### src/rtl/online_stimulus_sequencer_if.sv
// Digit-serial handshake between the stimulus sequencer and the online operator.
// The sequencer drives the digit pair and framing; the operator returns ready.
interface online_stimulus_sequencer_if #(
    parameter int radix_bits = 3
);
    logic [radix_bits-1:0] dig_a;
    logic [radix_bits-1:0] dig_b;
    logic                  dig_valid;
    logic                  dig_first;
    logic                  dig_last;
    logic                  dut_ready;

    modport master (
        output dig_a,
        output dig_b,
        output dig_valid,
        output dig_first,
        output dig_last,
        input  dut_ready
    );

    modport slave (
        input  dig_a,
        input  dig_b,
        input  dig_valid,
        input  dig_first,
        input  dig_last,
        output dut_ready
    );
endinterface

### src/rtl/online_stimulus_sequencer.sv
// Latches LFSR operand pairs and streams them MSD-first into an online unit,
// appending ONLINE_DELAY zero digits per vector so the result can drain.
//
// state  | meaning
// IDLE   | waiting for start
// LOAD   | latch operand words, preset digit index to the MSD
// STREAM | present operand digit[index], step on each accept
// FLUSH  | present zero digits until the flush counter expires
// FIN    | one-cycle done pulse, then back to IDLE
module online_stimulus_sequencer #(
    parameter int no_of_digits = 8,
    parameter int radix_bits   = 3,
    parameter int ONLINE_DELAY = 3,
    parameter int CNT_BITS     = 16
) (
    input  logic                               clk,
    input  logic                               reset,
    input  logic                               start,
    input  logic [CNT_BITS-1:0]                num_vectors,
    input  logic [no_of_digits*radix_bits-1:0] lfsr_word_a,
    input  logic [no_of_digits*radix_bits-1:0] lfsr_word_b,
    online_stimulus_sequencer_if.master        dig,
    output logic [no_of_digits*radix_bits-1:0] op_a,
    output logic [no_of_digits*radix_bits-1:0] op_b,
    output logic                               op_valid,
    output logic [CNT_BITS-1:0]                vec_count,
    output logic                               busy,
    output logic                               done
);
    localparam int WORD_W = no_of_digits * radix_bits;
    localparam int IDX_W  = (no_of_digits > 1) ? $clog2(no_of_digits) : 1;
    localparam int FL_W   = (ONLINE_DELAY > 1) ? $clog2(ONLINE_DELAY) : 1;

    typedef enum logic [2:0] {
        S_IDLE,
        S_LOAD,
        S_STREAM,
        S_FLUSH,
        S_FIN
    } state_t;

    state_t              state;
    state_t              state_nxt;
    logic [IDX_W-1:0]    dig_idx;
    logic [FL_W-1:0]     flush_cnt;
    logic [CNT_BITS-1:0] num_q;
    logic [CNT_BITS-1:0] vec_next;
    logic [WORD_W-1:0]   shift_a;
    logic [WORD_W-1:0]   shift_b;
    logic                valid_c;
    logic                accept;

    assign vec_next = vec_count + CNT_BITS'(1);
    assign accept   = valid_c && dig.dut_ready;

    always_ff @(posedge clk) begin
        if (reset) begin
            state <= S_IDLE;
        end else begin
            state <= state_nxt;
        end
    end

    always_comb begin
        state_nxt     = state;
        valid_c       = 1'b0;
        shift_a       = '0;
        shift_b       = '0;
        dig.dig_a     = '0;
        dig.dig_b     = '0;
        dig.dig_first = 1'b0;
        dig.dig_last  = 1'b0;
        busy          = (state != S_IDLE);
        done          = 1'b0;
        case (state)
            S_IDLE: begin
                if (start) begin
                    state_nxt = (num_vectors != '0) ? S_LOAD : S_FIN;
                end
            end
            S_LOAD: begin
                state_nxt = S_STREAM;
            end
            S_STREAM: begin
                valid_c       = 1'b1;
                shift_a       = op_a >> (radix_bits * int'(dig_idx));
                shift_b       = op_b >> (radix_bits * int'(dig_idx));
                dig.dig_a     = shift_a[radix_bits-1:0];
                dig.dig_b     = shift_b[radix_bits-1:0];
                dig.dig_first = (dig_idx == IDX_W'(no_of_digits - 1));
                if (accept && dig_idx == '0) begin
                    state_nxt = S_FLUSH;
                end
            end
            S_FLUSH: begin
                valid_c      = 1'b1;
                dig.dig_last = (flush_cnt == '0);
                if (accept && flush_cnt == '0) begin
                    state_nxt = (vec_next == num_q) ? S_FIN : S_LOAD;
                end
            end
            S_FIN: begin
                done      = 1'b1;
                state_nxt = S_IDLE;
            end
            default: begin
                state_nxt = S_IDLE;
            end
        endcase
        dig.dig_valid = valid_c;
    end

    // Datapath: operands, digit index, flush counter and run bookkeeping.
    always_ff @(posedge clk) begin
        if (reset) begin
            op_a      <= '0;
            op_b      <= '0;
            op_valid  <= 1'b0;
            vec_count <= '0;
            num_q     <= '0;
            dig_idx   <= '0;
            flush_cnt <= '0;
        end else begin
            op_valid <= (state == S_LOAD);
            case (state)
                S_IDLE: begin
                    if (start) begin
                        num_q     <= num_vectors;
                        vec_count <= '0;
                    end
                end
                S_LOAD: begin
                    op_a    <= lfsr_word_a;
                    op_b    <= lfsr_word_b;
                    dig_idx <= IDX_W'(no_of_digits - 1);
                end
                S_STREAM: begin
                    if (accept) begin
                        if (dig_idx == '0) begin
                            flush_cnt <= FL_W'(ONLINE_DELAY - 1);
                        end else begin
                            dig_idx <= dig_idx - IDX_W'(1);
                        end
                    end
                end
                S_FLUSH: begin
                    if (accept) begin
                        if (flush_cnt == '0) begin
                            vec_count <= vec_next;
                        end else begin
                            flush_cnt <= flush_cnt - FL_W'(1);
                        end
                    end
                end
                default: begin
                end
            endcase
        end
    end
endmodule
### src/flat_wrapper.sv
// flat-port wrapper written by rule: the top's interface ports become plain ports
module online_stimulus_sequencer_flat 
#(
    parameter int no_of_digits = 8,
    parameter int radix_bits   = 3,
    parameter int ONLINE_DELAY = 3,
    parameter int CNT_BITS     = 16
)
  (clk, reset, start, num_vectors, lfsr_word_a, lfsr_word_b, op_a, op_b, op_valid, vec_count, busy, done, dig_dig_a, dig_dig_b, dig_dig_valid, dig_dig_first, dig_dig_last, dig_dut_ready);
  online_stimulus_sequencer_if #(.radix_bits(radix_bits)) dig_i ();
  input  logic clk;
  input  logic reset;
  input  logic start;
  input  logic [CNT_BITS-1:0] num_vectors;
  input  logic [no_of_digits*radix_bits-1:0] lfsr_word_a;
  input  logic [no_of_digits*radix_bits-1:0] lfsr_word_b;
  output logic [no_of_digits*radix_bits-1:0] op_a;
  output logic [no_of_digits*radix_bits-1:0] op_b;
  output logic op_valid;
  output logic [CNT_BITS-1:0] vec_count;
  output logic busy;
  output logic done;
  output wire logic [$bits(dig_i.dig_a)-1:0] dig_dig_a;
  output wire logic [$bits(dig_i.dig_b)-1:0] dig_dig_b;
  output wire logic [$bits(dig_i.dig_valid)-1:0] dig_dig_valid;
  output wire logic [$bits(dig_i.dig_first)-1:0] dig_dig_first;
  output wire logic [$bits(dig_i.dig_last)-1:0] dig_dig_last;
  input wire logic [$bits(dig_i.dut_ready)-1:0] dig_dut_ready;
  assign dig_dig_a = dig_i.dig_a;
  assign dig_dig_b = dig_i.dig_b;
  assign dig_dig_valid = dig_i.dig_valid;
  assign dig_dig_first = dig_i.dig_first;
  assign dig_dig_last = dig_i.dig_last;
  assign dig_i.dut_ready = dig_dut_ready;
  online_stimulus_sequencer #(.no_of_digits(no_of_digits), .radix_bits(radix_bits), .ONLINE_DELAY(ONLINE_DELAY), .CNT_BITS(CNT_BITS)) u_core (.clk(clk), .reset(reset), .start(start), .num_vectors(num_vectors), .lfsr_word_a(lfsr_word_a), .lfsr_word_b(lfsr_word_b), .dig(dig_i), .op_a(op_a), .op_b(op_b), .op_valid(op_valid), .vec_count(vec_count), .busy(busy), .done(done));
endmodule
### config.mk
export PLATFORM = sky130hd
export DESIGN_NAME = online_stimulus_sequencer_flat
export DESIGN_NICKNAME = d
export VERILOG_FILES = /design/src/rtl/online_stimulus_sequencer_if.sv /design/src/rtl/online_stimulus_sequencer.sv /design/src/flat_wrapper.sv
export SDC_FILE = /design/constraint.sdc
export NUM_CORES = 1
export LEC_CHECK = 0
export CAP_MARGIN = 40
export CORE_MARGIN = 2
export CORE_UTILIZATION = 25
export CTS_BUF_LIST = sky130_fd_sc_hd__clkbuf_16
export DETAILED_ROUTE_END_ITERATION = 6
export HOLD_SLACK_MARGIN = 0.15
export PLACE_DENSITY = 0.55
export SYNTH_ARGS = -nofsm -noshare
export SYNTH_HDL_FRONTEND = slang
export SYNTH_SLANG_ARGS = --single-unit
### constraint.sdc
create_clock -name clk -period 3.3 [get_ports clk]
set_clock_uncertainty 0.15 [all_clocks]
set_input_delay 0.66 -clock clk [delete_from_list [all_inputs] [get_ports clk]]
set_output_delay 0.66 -clock clk [all_outputs]
set_load 0.02 [all_outputs]
==> parameters.txt <==
Parameter                              Value

Outcome
  Status ... finished, final reports clean

Logic synthesis
  Post-synthesis share of cell area spent on and, or, nand and nor gates ... 0.259
  Yosys Warn Count ... 0
  Synthesized-area fraction occupied by xor and xnor cells ... 0.0457
  Cell Area, Synth ... 4410 um^2
  Post-Syn Instances ... 559
  Cell type with the largest total area after synthesis ... dfxtp_1
  Synthesized Nets ... 632
  Portion of synthesized cell area occupied by the leading cell type ... 0.404
  Seq/Total Area, Yosys ... 0.404
  Largest family of logic cells by synthesized area ... simple AND/OR/NAND/NOR gates
  EDFF count, synth ... 0
  Multiplexer share of the synthesized area ... 0.0658
  Netlist cell types ... 51
  Compound-Gate Fraction of Synth Area ... 0.167
  Fraction of the mapped netlist area in adder cells ... 0.0142
  Flip-flop cell with the highest count after synthesis ... dfxtp_1
  Synth top area cells ... dfxtp_1 (40%), nand2_1 (14%), a21oi_1 (10%)
  Ys async rst share ... 0
  Register bit total from synthesis ... 89
  Average instance area after synthesis ... 7.89 um^2

Worst setup path
  Worst Path Arrival ... 2.32 ns
  Combined buffer and inverter count along the critical path ... 1
  Required arrival time at the worst endpoint ... 2.49 ns
  Top fanout value on the critical path ... 15
  Cell family contributing the most delay on the critical path ... flip-flops
  Register-to-Register Path Depth ... 7
  Worst Setup End Kind ... primary output
  Worst setup SP type ... flip-flop
  Slowest Stage Delay on Critical Path ... 0.77 ns
  Capturing point of the worst reg2reg path ... u_core.state[0]$_SDFFE_PP0P_
  Highest-delay cell along the critical path ... dfxtp_1
  Worst setup path class ... reg -> out
  Worst R2R Start ... u_core.vec_count[0]$_SDFFE_PP0P_
  Cells traversed along the worst timing path ... mux4_2 > nand2_1 > a21oi_1 > clkdlybuf4s50_1
  Flop2flop setup slack ... 0.76 ns

Worst hold path
  Endpoint, Worst Hold ... u_core.num_q[6]$_SDFFE_PP0P_
  Cell depth of the worst hold path ... 2
  Min-Delay Path Class ... reg -> reg
  Startpoint of the lowest-slack hold path ... u_core.num_q[6]$_SDFFE_PP0P_

Layout
  Nets ... 753
  Diodes inserted ... 0
  Final standard cell utilization of the core ... 0.364
  Design area ... 6300 um^2
  Layout cell share with drive strength beyond 1 ... 0.0628
  Most common library cell in the layout ignoring fill and taps ... nand2_1
  Top library cells by usage in the layout, fill and taps aside ... nand2_1 (159), clkdlybuf4s50_1 (142), dfxtp_1 (89)
  Area overhead of the layout relative to synthesis ... 42.8%

Global routing
  Total routing resource utilization after global routing ... 0.159
  Global-route wire length before repair ... 22,900 um
  Grt total ovfl ... 0
  Initial antenna violation count ... 0
  Vias in the first global route ... 4,105
  Largest net degree at the start of global routing ... 51

Power and ir drop
  Clock network fraction of total power ... 0.289
  Leakage power of the design ... 2.13 nW
  Largest vdd supply drop ... 0.273 mV
  Comb pwr share ... 0.308
  Sequential fraction of design power ... 0.402
  NetSw ... 0.00118 W
  Switching Share ... 0.351
  PD cells ... 536 nW/um^2
  Power Internal ... 0.00219 W

Flow run
  Number of maximum-capacitance constraint violations ... 0

Drt
  Iteration-0 DRC count of the detailed router ... 262
  Via Count ... 4,459
  Number of vias per cell after detailed routing ... 4.90
  Routed length per instance ... 16.4 um
  Post-detailed-route DRC marker count ... 0
  Router iterations before antenna repair ... 5
  Final routed wirelength across all metal layers ... 14,900 um
  Antenna viol nets, final ... 0

STA
  Final worst path period need ... 3.13 ns
  Part of the cycle the worst path needs ... 0.947
  Worst rel slew slack ... 0.540
  Count of final setup violators ... 0
  Final count of hold timing violations ... 0
  Measured slew at the worst slew-check pin ... 0.689 ns
  Maximum frequency from static timing analysis ... 0.320 GHz
  Final number of max-transition violations ... 0
  Setup repair after global routing missed its margin ... false
  Final WS setup ... 0.174 ns
  Post-route setup TNS ... 0 ns

Floorplan
  Die width ... 137 um
  Core Area ... 17,300 um^2
  Vert. Die Dim ... 137 um
  Die area ... 18,700 um^2
  Row count ... 48
  Number of top-level design ports ... 144
  Starting density of the core ... 0.255

CTS
  Post-CTS Setup Bufs ... 0
  TritonCTS clock tree ... done
  H-tree levels ... 3
  Worst-Skew Late Latency ... 0.35 ns
  Count of hold-fix buffers inserted at cts ... 0
  Number of clock sinks seen by CTS ... 89
  Cts bufs inserted ... 9
  Clock-pin slew on the worst setup and hold paths ... 0.07 ns
  Max Root-Sink Buffers ... 2
  PostCTS Resize Cnt ... 0
  Clk root buf ... clkbuf_16

Placed design
  PortBufs ... 143
  Placer's final routability congestion estimate ... 0.838
  Dpl hpwl ... 11,100 um
  Cell area after placement ... 6020 um^2
  Post-Place Worst Slack ... 0.536 ns
metrics by stage:
| step | cells | hold WS, ns | power (W) |
|---|---|---|---|
| finish | 910 | 0.317 | 0.00337 |
| global route | 910 | 0.341 | 0.00358 |
| CTS | 910 | 0.321 | 0.00342 |
| detailed placement | 894 | 0.312 | 0.00243 |
| global placement | 894 | 0.313 | 0.00240 |
| floorplan | 559 | 0.298 | 0.00198 |
cells by family (layout without fill, tap and decap cells):
family,Yosys count,after routing
buf+inv,50,176
compound gates,129,129
xor+xnor,23,23
simple gates,249,249
flops,89,89
fa+ha+maj,5,5
mux,14,14
sequential cells by signal (all words and copies together) (netlist names):
name              flops
u_core.state          3
u_core.flush_cnt      2
u_core.op_valid       1
u_core.vec_count     16
u_core.dig_idx        3
u_core.num_q         16
u_core.op_a          24
u_core.op_b          24
cell type report:
class                   count  area, um^2
flip-flops and latches     89        1780
clock inverters             7        55.1
fillers                  1799       11000
multi-input cells         420        2430
inverters                   9        33.8
well taps                 225         282
repair buffers            151        1490
clock buffers               9         225
cells in the mapped netlist, types with 2 or more instances:
| library cell | instances |
|---|---|
| a21oi_1 | 88 |
| a311oi_1 | 4 |
| a31oi_1 | 3 |
| a41oi_1 | 2 |
| and2_1 | 5 |
| and3_1 | 6 |
| and4_1 | 3 |
| buf_2 | 9 |
| clkbuf_1 | 32 |
| dfxtp_1 | 89 |
| ha_1 | 5 |
| inv_1 | 9 |
| mux2i_1 | 2 |
| mux4_2 | 12 |
| nand2_1 | 159 |
| nand3_1 | 10 |
| nand4_1 | 7 |
| nor2_1 | 23 |
| nor2b_1 | 3 |
| nor3_1 | 7 |
| nor3b_1 | 5 |
| nor4_1 | 6 |
| o211ai_1 | 3 |
| o21ai_0 | 8 |
| o21ai_1 | 6 |
| or3_1 | 6 |
| or3b_1 | 2 |
| xnor2_1 | 17 |
| xor2_1 | 6 |
worst min-delay path, cell delays in order (launching register included):
cell and delay (ns):
dfxtp_1 0.32, nand2_1 0.05, a21oi_1 0.05
layer usage:
layer	vias up	track usage	share of wire
li1	2179	-	-
met1	2127	0.232	0.48
met2	139	0.232	0.44
met3	14	0.0293	0.053
met4	0	0.0584	0.018
met5	-	0	0
how the worst max path moves through the flow:
stage | from | cells after the start | endpoint
final | u_core.dig_idx[1]$_SDFFE_PP0P_ | 4 | dig_dig_a[0]
after global routing | u_core.state[0]$_SDFFE_PP0P_ | 3 | dig_dig_last
after CTS | u_core.dig_idx[1]$_SDFFE_PP0P_ | 4 | dig_dig_b[1]
after detailed placement | u_core.dig_idx[1]$_SDFFE_PP0P_ | 4 | dig_dig_b[1]
after global placement | u_core.dig_idx[0]$_SDFFE_PP0P_ | 5 | dig_dig_a[1]
after floorplan | u_core.dig_idx[0]$_SDFFE_PP0P_ | 5 | dig_dig_a[1]
power groups by stage:
stage / Clock (W) / Combinational [W] / Sequential [W]
floorplan: 0 / 0.000584 / 0.00139
global placement: 0 / 0.00103 / 0.00138
detailed placement: 0 / 0.00105 / 0.00138
CTS: 0.00101 / 0.00105 / 0.00136
global route: 0.00106 / 0.00114 / 0.00138
finish: 0.000976 / 0.00104 / 0.00136
No activity file was read; power rests on OpenSTA's default activity.
